--- src/rtl/config_pkg.sv ---
// config_pkg: shared constants and types for the UART memory link.
package config_pkg;
  localparam logic [7:0] UART_CMD_READ  = 8'h72;
  localparam logic [7:0] UART_CMD_WRITE = 8'h77;
  localparam logic [7:0] UART_RESP_OK   = 8'hC8;
  typedef enum logic [3:0] {
    SRV_IDLE,
    SRV_RECV_LEN,
    SRV_RECV_ADDR,
    SRV_RECV_BE,
    SRV_RECV_DATA,
    SRV_MEM_REQ,
    SRV_MEM_WAIT,
    SRV_SEND_DATA,
    SRV_SEND_ACK
  } uart_srv_state_e;
endpackage

--- src/rtl/uart.sv ---
// uart: 8N1 serialiser/deserialiser with stream-style byte ports; one bit lasts prescale*8 clocks.
module uart #(
  parameter int DATA_WIDTH = 8
) (
  input  logic                  clk,
  input  logic                  rst,
  input  logic [15:0]           prescale,
  input  logic [DATA_WIDTH-1:0] s_axis_tdata,
  input  logic                  s_axis_tvalid,
  output logic                  s_axis_tready,
  output logic [DATA_WIDTH-1:0] m_axis_tdata,
  output logic                  m_axis_tvalid,
  input  logic                  m_axis_tready,
  input  logic                  rxd,
  output logic                  txd
);
  localparam int FrameBits = DATA_WIDTH + 2;
  logic [18:0] bit_len, half_len, tx_tmr_q, rx_tmr_q;
  logic [3:0] tx_bits_q, rx_bits_q;
  logic [FrameBits-1:0] tx_sh_q;
  logic [DATA_WIDTH-1:0] rx_sh_q;
  logic [1:0] rxd_q;
  assign bit_len = {prescale, 3'b000} - 19'd1;
  assign half_len = {1'b0, prescale, 2'b00} - 19'd1;
  assign s_axis_tready = tx_bits_q == '0;
  assign txd = tx_sh_q[0];
  always_ff @(posedge clk or posedge rst) begin
    if (rst) begin
      tx_sh_q <= '1;
      tx_bits_q <= '0;
      tx_tmr_q <= '0;
    end else if (s_axis_tvalid && s_axis_tready) begin
      tx_sh_q <= {1'b1, s_axis_tdata, 1'b0};
      tx_bits_q <= 4'(FrameBits);
      tx_tmr_q <= bit_len;
    end else if (tx_bits_q != '0) begin
      if (tx_tmr_q == '0) begin
        tx_sh_q <= {1'b1, tx_sh_q[FrameBits-1:1]};
        tx_bits_q <= tx_bits_q - 4'd1;
        tx_tmr_q <= bit_len;
      end else begin
        tx_tmr_q <= tx_tmr_q - 19'd1;
      end
    end
  end
  // Receiver samples mid-bit: half a bit after the start edge, then every full bit.
  always_ff @(posedge clk or posedge rst) begin
    if (rst) begin
      rxd_q <= '1;
      rx_bits_q <= '0;
      rx_tmr_q <= '0;
      rx_sh_q <= '0;
      m_axis_tdata <= '0;
      m_axis_tvalid <= 1'b0;
    end else begin
      rxd_q <= {rxd_q[0], rxd};
      if (m_axis_tready) m_axis_tvalid <= 1'b0;
      if (rx_bits_q == '0) begin
        if (!rxd_q[1]) begin
          rx_bits_q <= 4'(FrameBits);
          rx_tmr_q <= half_len;
        end
      end else if (rx_tmr_q != '0) begin
        rx_tmr_q <= rx_tmr_q - 19'd1;
      end else begin
        rx_tmr_q <= bit_len;
        rx_bits_q <= rx_bits_q - 4'd1;
        if (rx_bits_q == 4'(FrameBits)) begin
          if (rxd_q[1]) rx_bits_q <= '0;
        end else if (rx_bits_q == 4'd1) begin
          if (rxd_q[1]) begin
            m_axis_tdata <= rx_sh_q;
            m_axis_tvalid <= 1'b1;
          end
        end else begin
          rx_sh_q <= {rxd_q[1], rx_sh_q[DATA_WIDTH-1:1]};
        end
      end
    end
  end
endmodule

--- src/rtl/uart_mem_server.sv ---
// uart_mem_server: parses read/write command frames from the UART and drives a word memory port.
module uart_mem_server
  import config_pkg::*;
#(
  parameter int ClkFreq       = 12000000,
  parameter int BaudRate      = 115200,
  parameter int TimeoutCycles = 1000000
) (
  input  logic        clk_i,
  input  logic        reset_ni,
  input  logic        rx_i,
  output logic        tx_o,
  output logic        mem_valid_o,
  input  logic        mem_ready_i,
  output logic        mem_we_o,
  output logic [31:0] mem_addr_o,
  output logic [31:0] mem_wdata_o,
  output logic [3:0]  mem_wstrb_o,
  input  logic        mem_rvalid_i,
  input  logic [31:0] mem_rdata_i,
  output logic        frame_err_o
);
  localparam int Prescale = ClkFreq / (BaudRate * 8);
  uart_srv_state_e state_q;
  logic [1:0] rst_sync_q, byte_q;
  logic rst_n, rx_v, tx_ready, tx_valid, recv, we_q, valid_q, err_q;
  logic [7:0] rx_d, tx_data, len_q, xfer_q;
  logic [31:0] addr_q, wdata_q, rdata_q, tmr_q;
  logic [3:0] wstrb_q;
  // Reset asserts asynchronously but leaves on a clock edge.
  always_ff @(posedge clk_i or negedge reset_ni) begin
    if (!reset_ni) rst_sync_q <= '0;
    else rst_sync_q <= {rst_sync_q[0], 1'b1};
  end
  assign rst_n = rst_sync_q[1];
  assign recv = state_q inside {SRV_RECV_LEN, SRV_RECV_ADDR, SRV_RECV_BE, SRV_RECV_DATA};
  assign tx_valid = state_q inside {SRV_SEND_DATA, SRV_SEND_ACK};
  assign tx_data = state_q == SRV_SEND_ACK ? UART_RESP_OK : rdata_q[{byte_q, 3'b000} +: 8];
  assign mem_valid_o = valid_q;
  assign mem_we_o = we_q;
  assign mem_addr_o = addr_q;
  assign mem_wdata_o = wdata_q;
  assign mem_wstrb_o = wstrb_q;
  assign frame_err_o = err_q;
  uart #(.DATA_WIDTH(8)) u_uart (
    .clk(clk_i),
    .rst(~rst_n),
    .prescale(16'(Prescale)),
    .s_axis_tdata(tx_data),
    .s_axis_tvalid(tx_valid),
    .s_axis_tready(tx_ready),
    .m_axis_tdata(rx_d),
    .m_axis_tvalid(rx_v),
    .m_axis_tready(1'b1),
    .rxd(rx_i),
    .txd(tx_o)
  );
  always_ff @(posedge clk_i or negedge rst_n) begin
    if (!rst_n) begin
      state_q <= SRV_IDLE;
      byte_q <= '0;
      we_q <= 1'b0;
      valid_q <= 1'b0;
      err_q <= 1'b0;
      len_q <= '0;
      xfer_q <= '0;
      addr_q <= '0;
      wdata_q <= '0;
      rdata_q <= '0;
      wstrb_q <= '0;
      tmr_q <= '0;
    end else begin
      err_q <= 1'b0;
      tmr_q <= (rx_v || !recv) ? '0 : tmr_q + 32'd1;
      if (recv && !rx_v && tmr_q == 32'(TimeoutCycles - 1)) begin
        err_q <= 1'b1;
        state_q <= SRV_IDLE;
      end else begin
        case (state_q)
          SRV_IDLE: if (rx_v) begin
            if (rx_d == UART_CMD_READ || rx_d == UART_CMD_WRITE) begin
              we_q <= rx_d == UART_CMD_WRITE;
              wstrb_q <= '0;
              state_q <= SRV_RECV_LEN;
            end else begin
              err_q <= 1'b1;
            end
          end
          SRV_RECV_LEN: if (rx_v) begin
            len_q <= rx_d;
            byte_q <= '0;
            xfer_q <= '0;
            state_q <= SRV_RECV_ADDR;
          end
          SRV_RECV_ADDR: if (rx_v) begin
            addr_q[{byte_q, 3'b000} +: 8] <= rx_d;
            byte_q <= byte_q + 2'd1;
            if (byte_q == 2'd3) begin
              addr_q[1:0] <= 2'b00;
              valid_q <= !we_q;
              state_q <= we_q ? SRV_RECV_BE : SRV_MEM_REQ;
            end
          end
          SRV_RECV_BE: if (rx_v) begin
            wstrb_q <= rx_d[3:0];
            byte_q <= '0;
            state_q <= SRV_RECV_DATA;
          end
          SRV_RECV_DATA: if (rx_v) begin
            wdata_q[{byte_q, 3'b000} +: 8] <= rx_d;
            byte_q <= byte_q + 2'd1;
            if (byte_q == 2'd3) begin
              valid_q <= 1'b1;
              state_q <= SRV_MEM_REQ;
            end
          end
          SRV_MEM_REQ: if (mem_ready_i) begin
            valid_q <= 1'b0;
            byte_q <= '0;
            rdata_q <= mem_rdata_i;
            // Read data may return in the very cycle the request is accepted.
            state_q <= we_q ? SRV_SEND_ACK : (mem_rvalid_i ? SRV_SEND_DATA : SRV_MEM_WAIT);
          end
          SRV_MEM_WAIT: if (mem_rvalid_i) begin
            rdata_q <= mem_rdata_i;
            state_q <= SRV_SEND_DATA;
          end
          SRV_SEND_DATA: if (tx_ready) begin
            byte_q <= byte_q + 2'd1;
            if (byte_q == 2'd3) begin
              xfer_q <= xfer_q + 8'd1;
              state_q <= xfer_q == len_q ? SRV_IDLE : SRV_RECV_ADDR;
            end
          end
          SRV_SEND_ACK: if (tx_ready) begin
            xfer_q <= xfer_q + 8'd1;
            addr_q <= addr_q + 32'd4;
            state_q <= xfer_q == len_q ? SRV_IDLE : SRV_RECV_BE;
          end
          default: state_q <= SRV_IDLE;
        endcase
      end
    end
  end
endmodule

--- config.mk ---
export PLATFORM = sky130hd
export DESIGN_NAME = uart_mem_server
export DESIGN_NICKNAME = d
export VERILOG_FILES = /design/src/rtl/config_pkg.sv /design/src/rtl/uart.sv /design/src/rtl/uart_mem_server.sv
export SDC_FILE = /design/constraint.sdc
export NUM_CORES = 1
export LEC_CHECK = 0
export ABC_CLOCK_PERIOD_IN_PS = 17800
export CORE_MARGIN = 2
export CORE_UTILIZATION = 47
export DETAILED_ROUTE_END_ITERATION = 8
export HOLD_SLACK_MARGIN = 0.06
export PLACE_DENSITY = 0.67
export SYNTH_ARGS = -nofsm -noshare
export SYNTH_HDL_FRONTEND = slang
export SYNTH_SLANG_ARGS = --single-unit
export TNS_END_PERCENT = 30
--- constraint.sdc ---
create_clock -name clk_i -period 17.8 [get_ports clk_i]
set_input_delay 1.78 -clock clk_i [delete_from_list [all_inputs] [get_ports clk_i]]
set_output_delay 1.78 -clock clk_i [all_outputs]
set_load 0.02 [all_outputs]
==> impl_metrics.yaml <==
synthesis:
  ys_top_cells_by_count: "dfrtp_1, nand2_1, o21ai_0"
  syn_inst: 1265
  synth_flop_cell: "dfrtp_1"
  synthesis.area_um2: 12100
  synth_area_leaders: "dfrtp_1, nand2_1, mux2_2"
  synth_nets: 1318
  netlist.area_leader.share_pct: 46.0
  synth.yosys.seq_area_share_pct: 48.4
  yosys_register_bits: 233
  synth.distinct_cells: 76
  synth_edf_count: 0
  synth_top_area_cell: "dfrtp_1"
  synth_warnings: 0
  async_reset_ff_share_pct: 100
  synth_area_per_cell_um2: 9.54
  synth_most_common_cell: "dfrtp_1"
detailed_routing:
  post-route-drc-count: 0
  vias: 10017
  routedWlPerCell_um: 18.0
  via_per_inst: 5.94
  ant_nets: 0
  drt-pass1-iter-count: 5
  wl_mm: 30.4
  drtIter0Drc: 786
worst_setup_path:
  crit-reg2reg-launch: "byte_q[0]"
  cp_slowest_cell: "clkdlybuf4s50_1"
  worst-path-buf-inv: 1
  critPathRequiredTime_ns: 16.02
  r2r_slack_ns: 14.41
  r2r-end: "mem_addr_o[5]"
  path_cells: "clkdlybuf4s50_1"
  crit_fanout: 10
  cp_top_family: "buffers and inverters"
  critPathMaxStageDelay_ns: 0.67
  end_kind: "output pin"
  criticalPathCategory: "reg -> out"
  arrival_ns: 1.73
  start_kind: "register"
  r2r_cells: 7
sta:
  finalCritPeriodShare_pct: 19.7
  finalHoldViolCount: 0
  max_freq_mhz: 285
  period_needed_ns: 3.51
  final_max_slew_viol_count: 0
  finClkSkew_ns: 0.00742
  slew_headroom_pct: 27.5
  setup_viol: 0
  timing.setup.tns_ns: 0
  rsz0062_at_grt: "no"
  worst_slew_pin_slew_ns: 1.08
cts:
  cts_hold_buffers: 0
  cts_setup_buffers: 0
  cts-root-buf: "clkbuf_16"
  cts_buffer_depth: 3
  cts.clk_slew.worst_paths_ns: 0.06
  numCtsBuffers: 25
  clkSinkCount: 233
  insertion_delay_ns: 0.52
  cts_tree: "built"
  cts_resized: 0
  htree_levels: 1
global_route:
  grt_pass1_vias: 9684
  busiest_layer: "met2"
  grt_antenna_before_repair: 0
  grt.met2_usage_pct: 35.7
  grt_max_degree: 75
  use_met3_pct: 3.48
  grt_overflow: 0
  grt_usage_pct: 22.8
  grt_util_met1_pct: 33.1
  grt_pass1_wl_mm: 50.5
floorplanning:
  die_w_um: 164
  die_area_um2: 27000
  start_util_pct: 47.9
  top_level_ports: 109
  fp.coreArea_um2: 25200
  rows: 58
  die_height_um: 164
layout:
  nNetsFinal: 1390
  antennaDiodeCount: 0
  ff_latch_area_um2: 5850
  final_layout_size_suffix_gt1_share_pct: 10.4
  nFillCells: 2210
  multi_input_comb_area_um2: 5790
  fin_area_um2: 14200
  areaGrowthSynthToFinish_pct: 17.6
  fin_cells: 1685
placement:
  io_buffers: 108
  gp_congestion: 0.889
  place_area_um2: 13400
  dp_hpwl_mm: 20.1
  dpl.cell_count: 1640
job:
  max_cap_violations: 0
power:
  powerDensity_nw_per_um2: 86.2
  irDropWorstVdd_mv: 0.0534
  p_leak_nw: 6.01
run_status:
  outcome: "finished, final reports clean"
worst_hold_path:
  hold_path_class: "reg -> async"
[layout by cell type, fill, tap and decap left out, types with 9 or more instances in the layout]
cell and n:
ha_1 16, dfrtp_1 221, or4_1 13, xnor2_1 13, o21ai_0 98, nor3_1 36, nand4_1 30, xor2_1 29
inv_1 33, a31oi_1 29, mux2_2 49, a22o_1 11, nand2_1 178, buf_4 16, and2_1 11, clkbuf_16 25
dfstp_2 11, or3_1 16, nor4_1 24, a22oi_1 14, clkdlybuf4s50_1 108, nor2_1 87, and3_1 22, nand3_1 25
a21oi_1 63, o22ai_1 9
[flip-flops by register name, indices dropped and copies added, names as in the netlist, 2 cells and up]
register             cells
mem_addr_o              32
mem_wdata_o             32
rdata_q                 32
tmr_q                   32
u_uart.rx_tmr_q         19
u_uart.tx_tmr_q         19
u_uart.tx_sh_q           9
len_q                    8
u_uart.m_axis_tdata      8
u_uart.rx_sh_q           8
xfer_q                   8
mem_wstrb_o              4
state_q                  4
u_uart.rx_bits_q         4
u_uart.tx_bits_q         4
byte_q                   2
rst_sync_q               2
u_uart.rxd_q             2
[final cells by class]
cell class              count  share of cell area [%]
multi-input cells         920                    40.8
repair buffers            124                    8.46
inverters                  33                   0.872
clock inverters             9                   0.846
well taps                 330                    2.91
flip-flops and latches    233                    41.2
clock buffers              36                    4.91
[metrics by stage]
stage / utilization, % / setup WS [ns] / hold slack [ns] / power [W]
after global routing: 56.4 / 14.03 / 0.362 / 0.00128
final: 56.4 / 14.29 / 0.306 / 0.00122
after detailed placement: 53.1 / 13.98 / 0.336 / 0.000708
after floorplan: - / 10.85 / 0.331 / 0.000677
after global placement: 53.1 / 14.07 / 0.332 / 0.000705
after CTS: 56.4 / 14.28 / 0.344 / 0.00124
[where the power goes]
group	switching (W)	internal (W)
logic	0.0000652	0.0000514
registers	0.0000302	0.000553
clock network	0.000209	0.000314
total	0.000305	0.000919
[kinds of logic (layout without fill, tap and decap cells)]
kind of cell | after synthesis | after routing | synth area share (%)
AO/OA/AOI/OAI | 296 | 296 | 15.5
XOR/XNOR | 42 | 42 | 3.05
adder cells (fa/ha/maj) | 16 | 16 | 1.66
buffers and inverters | 112 | 202 | 3.73
flip-flops | 233 | 233 | 48.4
multiplexers | 64 | 64 | 6.65
other | 1 | 1 | 0.0311
AND/OR/NAND/NOR | 501 | 501 | 21.0
[per-layer routing]
metal / vias to the layer above / wire [um]
li1: 4762 / -
met1: 4897 / 13900
met2: 309 / 14000
met3: 49 / 1930
met4: 0 / 508
met5: - / 0
[worst max path at each step]
| stage | startpoint | to | slack (ns) | depth (start not counted) |
|---|---|---|---|---|
| floorplan | rst_sync_q[1] | byte_q[0] | 10.85 | 0 |
| global placement | mem_ready_i | byte_q[1] | 14.07 | 6 |
| detailed placement | mem_ready_i | byte_q[1] | 13.98 | 6 |
| CTS | mem_addr_o[8] | mem_addr_o[8] | 14.28 | 1 |
| global route | byte_q[0] | mem_addr_o[5] | 14.03 | 7 |
| finish | mem_addr_o[8] | mem_addr_o[8] | 14.29 | 1 |
Power figures use the tool's default switching activity.
==> RTL change: new RTL, same flow settings <==
Register the output `tx_o`, without a reset; this adds one clock of latency there. The other outputs are not delayed to match.
--- a/src/rtl/uart_mem_server.sv
+++ b/src/rtl/uart_mem_server.sv
@@ -23,2 +23,4 @@
   localparam int Prescale = ClkFreq / (BaudRate * 8);
+
+  logic tx_d;
   uart_srv_state_e state_q;
@@ -55,3 +57,3 @@
     .rxd(rx_i),
-    .txd(tx_o)
+    .txd(tx_d)
   );
@@ -144,2 +146,6 @@
   end
+  always_ff @(posedge clk_i) begin
+    tx_o <= tx_d;
+  end
+
 endmodule
Behaviour: same outputs for any inputs over 4 cycles, from zero or initial values and one cycle with reset_ni low; that may be too few to reach the edited logic, so the function may still have changed.
==> RTL change against the unedited design <==
Final cell count shrank 0.12%; clock power increased by 10%; sequential share of layout area is 0.17 points lower; via count down 0.72%; count of clock-buffer cells in the layout decreased by 4; register-to-register slack lost 0.05 ns; sequential cell count rose by 1; area after synthesis up 0.17%; routed wire length is essentially flat; setup slack worse by 0.0097 ns; total power rose by 4.3%; cell area is 0.76% higher; highest routed layer unchanged; clock skew grew 0.0099 ns.
==> RTL change: results (changes against the unedited design) <==
* Distinct cells, synth at 77 (+1.3%)
* Slowest stage delay, CP at 0.69 ns (+0.02 ns)
* Status: finished, final reports clean
* Met3 wire len at 2.06 mm (+6.4%)
* Slew @ Worst Pin at 1.14 ns (+0.0549 ns)
* Vias at 9945 (-0.72%)
* Overall Global Routing Usage at 0.226 (-0.00283)
* Sequential share of the synthesized area at 0.485 (+0.000854)
* Largest net degree at the start of global routing at 163 (+120%)
* Peak supply drop at 0.0490 mV (-8.2%)
* Placed cell areas at 0.0134 sq mm (unchanged)
* CTS Buf Count at 26 (+4.0%)
* Synth area leaders: dfrtp_1 46%, nand2_1 5.5%, mux2_2 4.6%
* Clock skew at 0.0173 ns (+0.00986 ns)
* P_sw at 0.000313 W (+2.8%)
* Worst r2r path cells at 7 (unchanged)
* Nets at 1387 (-0.22%)
* Metal2 WL at 13.8 mm (-1.5%)
* FILL cells at 2220 (+0.45%)
* FFs w/ async S/R, synth at 0.996 (-0.00427)
* Share of cells above drive strength 1 at 0.106 (+0.00237)
* Vias in the first global route at 9270 (-4.3%)
* Syn_nets at 1319 (+0.076%)
* Hold WC Path Type: reg2reg
* First-pass GRT wire length at 49.5 mm (-1.9%)
* HPWL Detailed at 19.8 mm (-1.6%)
* Leakage at 6.05 nW (+0.65%)
* GPL Wtd Cong at 0.867 (-2.4%)
-- RTL change: logic make-up after synthesis --
| kind of cell | count (synthesis) | synth area share |
|---|---|---|
| other | 1 | 0.000310 |
| muxes | 64 | 0.0664 |
| DFF | 234 | 0.485 |
| buffers and inverters | 112 | 0.0372 |
| xor gates and xnor gates | 42 | 0.0304 |
| and+or+nand+nor | 501 | 0.210 |
| adders and majority gates | 16 | 0.0166 |
| AOI/OAI and AO/OA | 296 | 0.154 |
-- RTL change: worst min path at each step --
| stage | end | slack [ns] | cells after the start | startpoint |
|---|---|---|---|---|
| floorplan | rst_sync_q[1] | 0.33 | 0 | rst_sync_q[0] |
| global placement | rst_sync_q[1] | 0.34 | 0 | rst_sync_q[0] |
| detailed placement | rst_sync_q[1] | 0.34 | 0 | rst_sync_q[0] |
| CTS | rst_sync_q[1] | 0.36 | 0 | rst_sync_q[0] |
| global route | rst_sync_q[1] | 0.36 | 0 | rst_sync_q[0] |
| finish | rst_sync_q[1] | 0.36 | 0 | rst_sync_q[0] |
-- RTL change: power by group through the flow --
stage          Sequential (W)  Combinational (W)  Clock (W)
3_5_place_dp         0.000595           0.000114          0
4_1_cts              0.000585           0.000115   0.000589
5_1_grt              0.000590           0.000130   0.000613
6_report             0.000586           0.000114   0.000577
2_1_floorplan        0.000590          0.0000897          0
3_3_place_gp         0.000594           0.000112          0
-- RTL change: per-stage QoR --
| stage | utilization | instances | setup slack [ns] |
|---|---|---|---|
| final | 0.566 | 1683 | 14.28 |
| after global routing | 0.566 | 1683 | 13.89 |
| after CTS | 0.566 | 1683 | 14.28 |
| after detailed placement | 0.530 | 1636 | 13.98 |
| after global placement | 0.530 | 1636 | 13.97 |
| after floorplan | - | 1266 | 10.85 |
-- RTL change: final cells by class --
type / count / area [sq um] / area share
multi-input cells: 920 / 5800 / 0.405
flip-flops and latches: 234 / 5870 / 0.410
inverters: 33 / 124 / 0.00866
well taps: 330 / 413 / 0.0289
repair buffers: 119 / 1180 / 0.0822
clock inverters: 15 / 210 / 0.0147
clock buffers: 32 / 714 / 0.0499
-- RTL change: routing by layer --
layer | GRT usage | vias up
met2 | 0.345 | 298
met5 | 0 | -
met1 | 0.335 | 4858
met4 | 0.0553 | 0
li1 | - | 4756
met3 | 0.0397 | 33
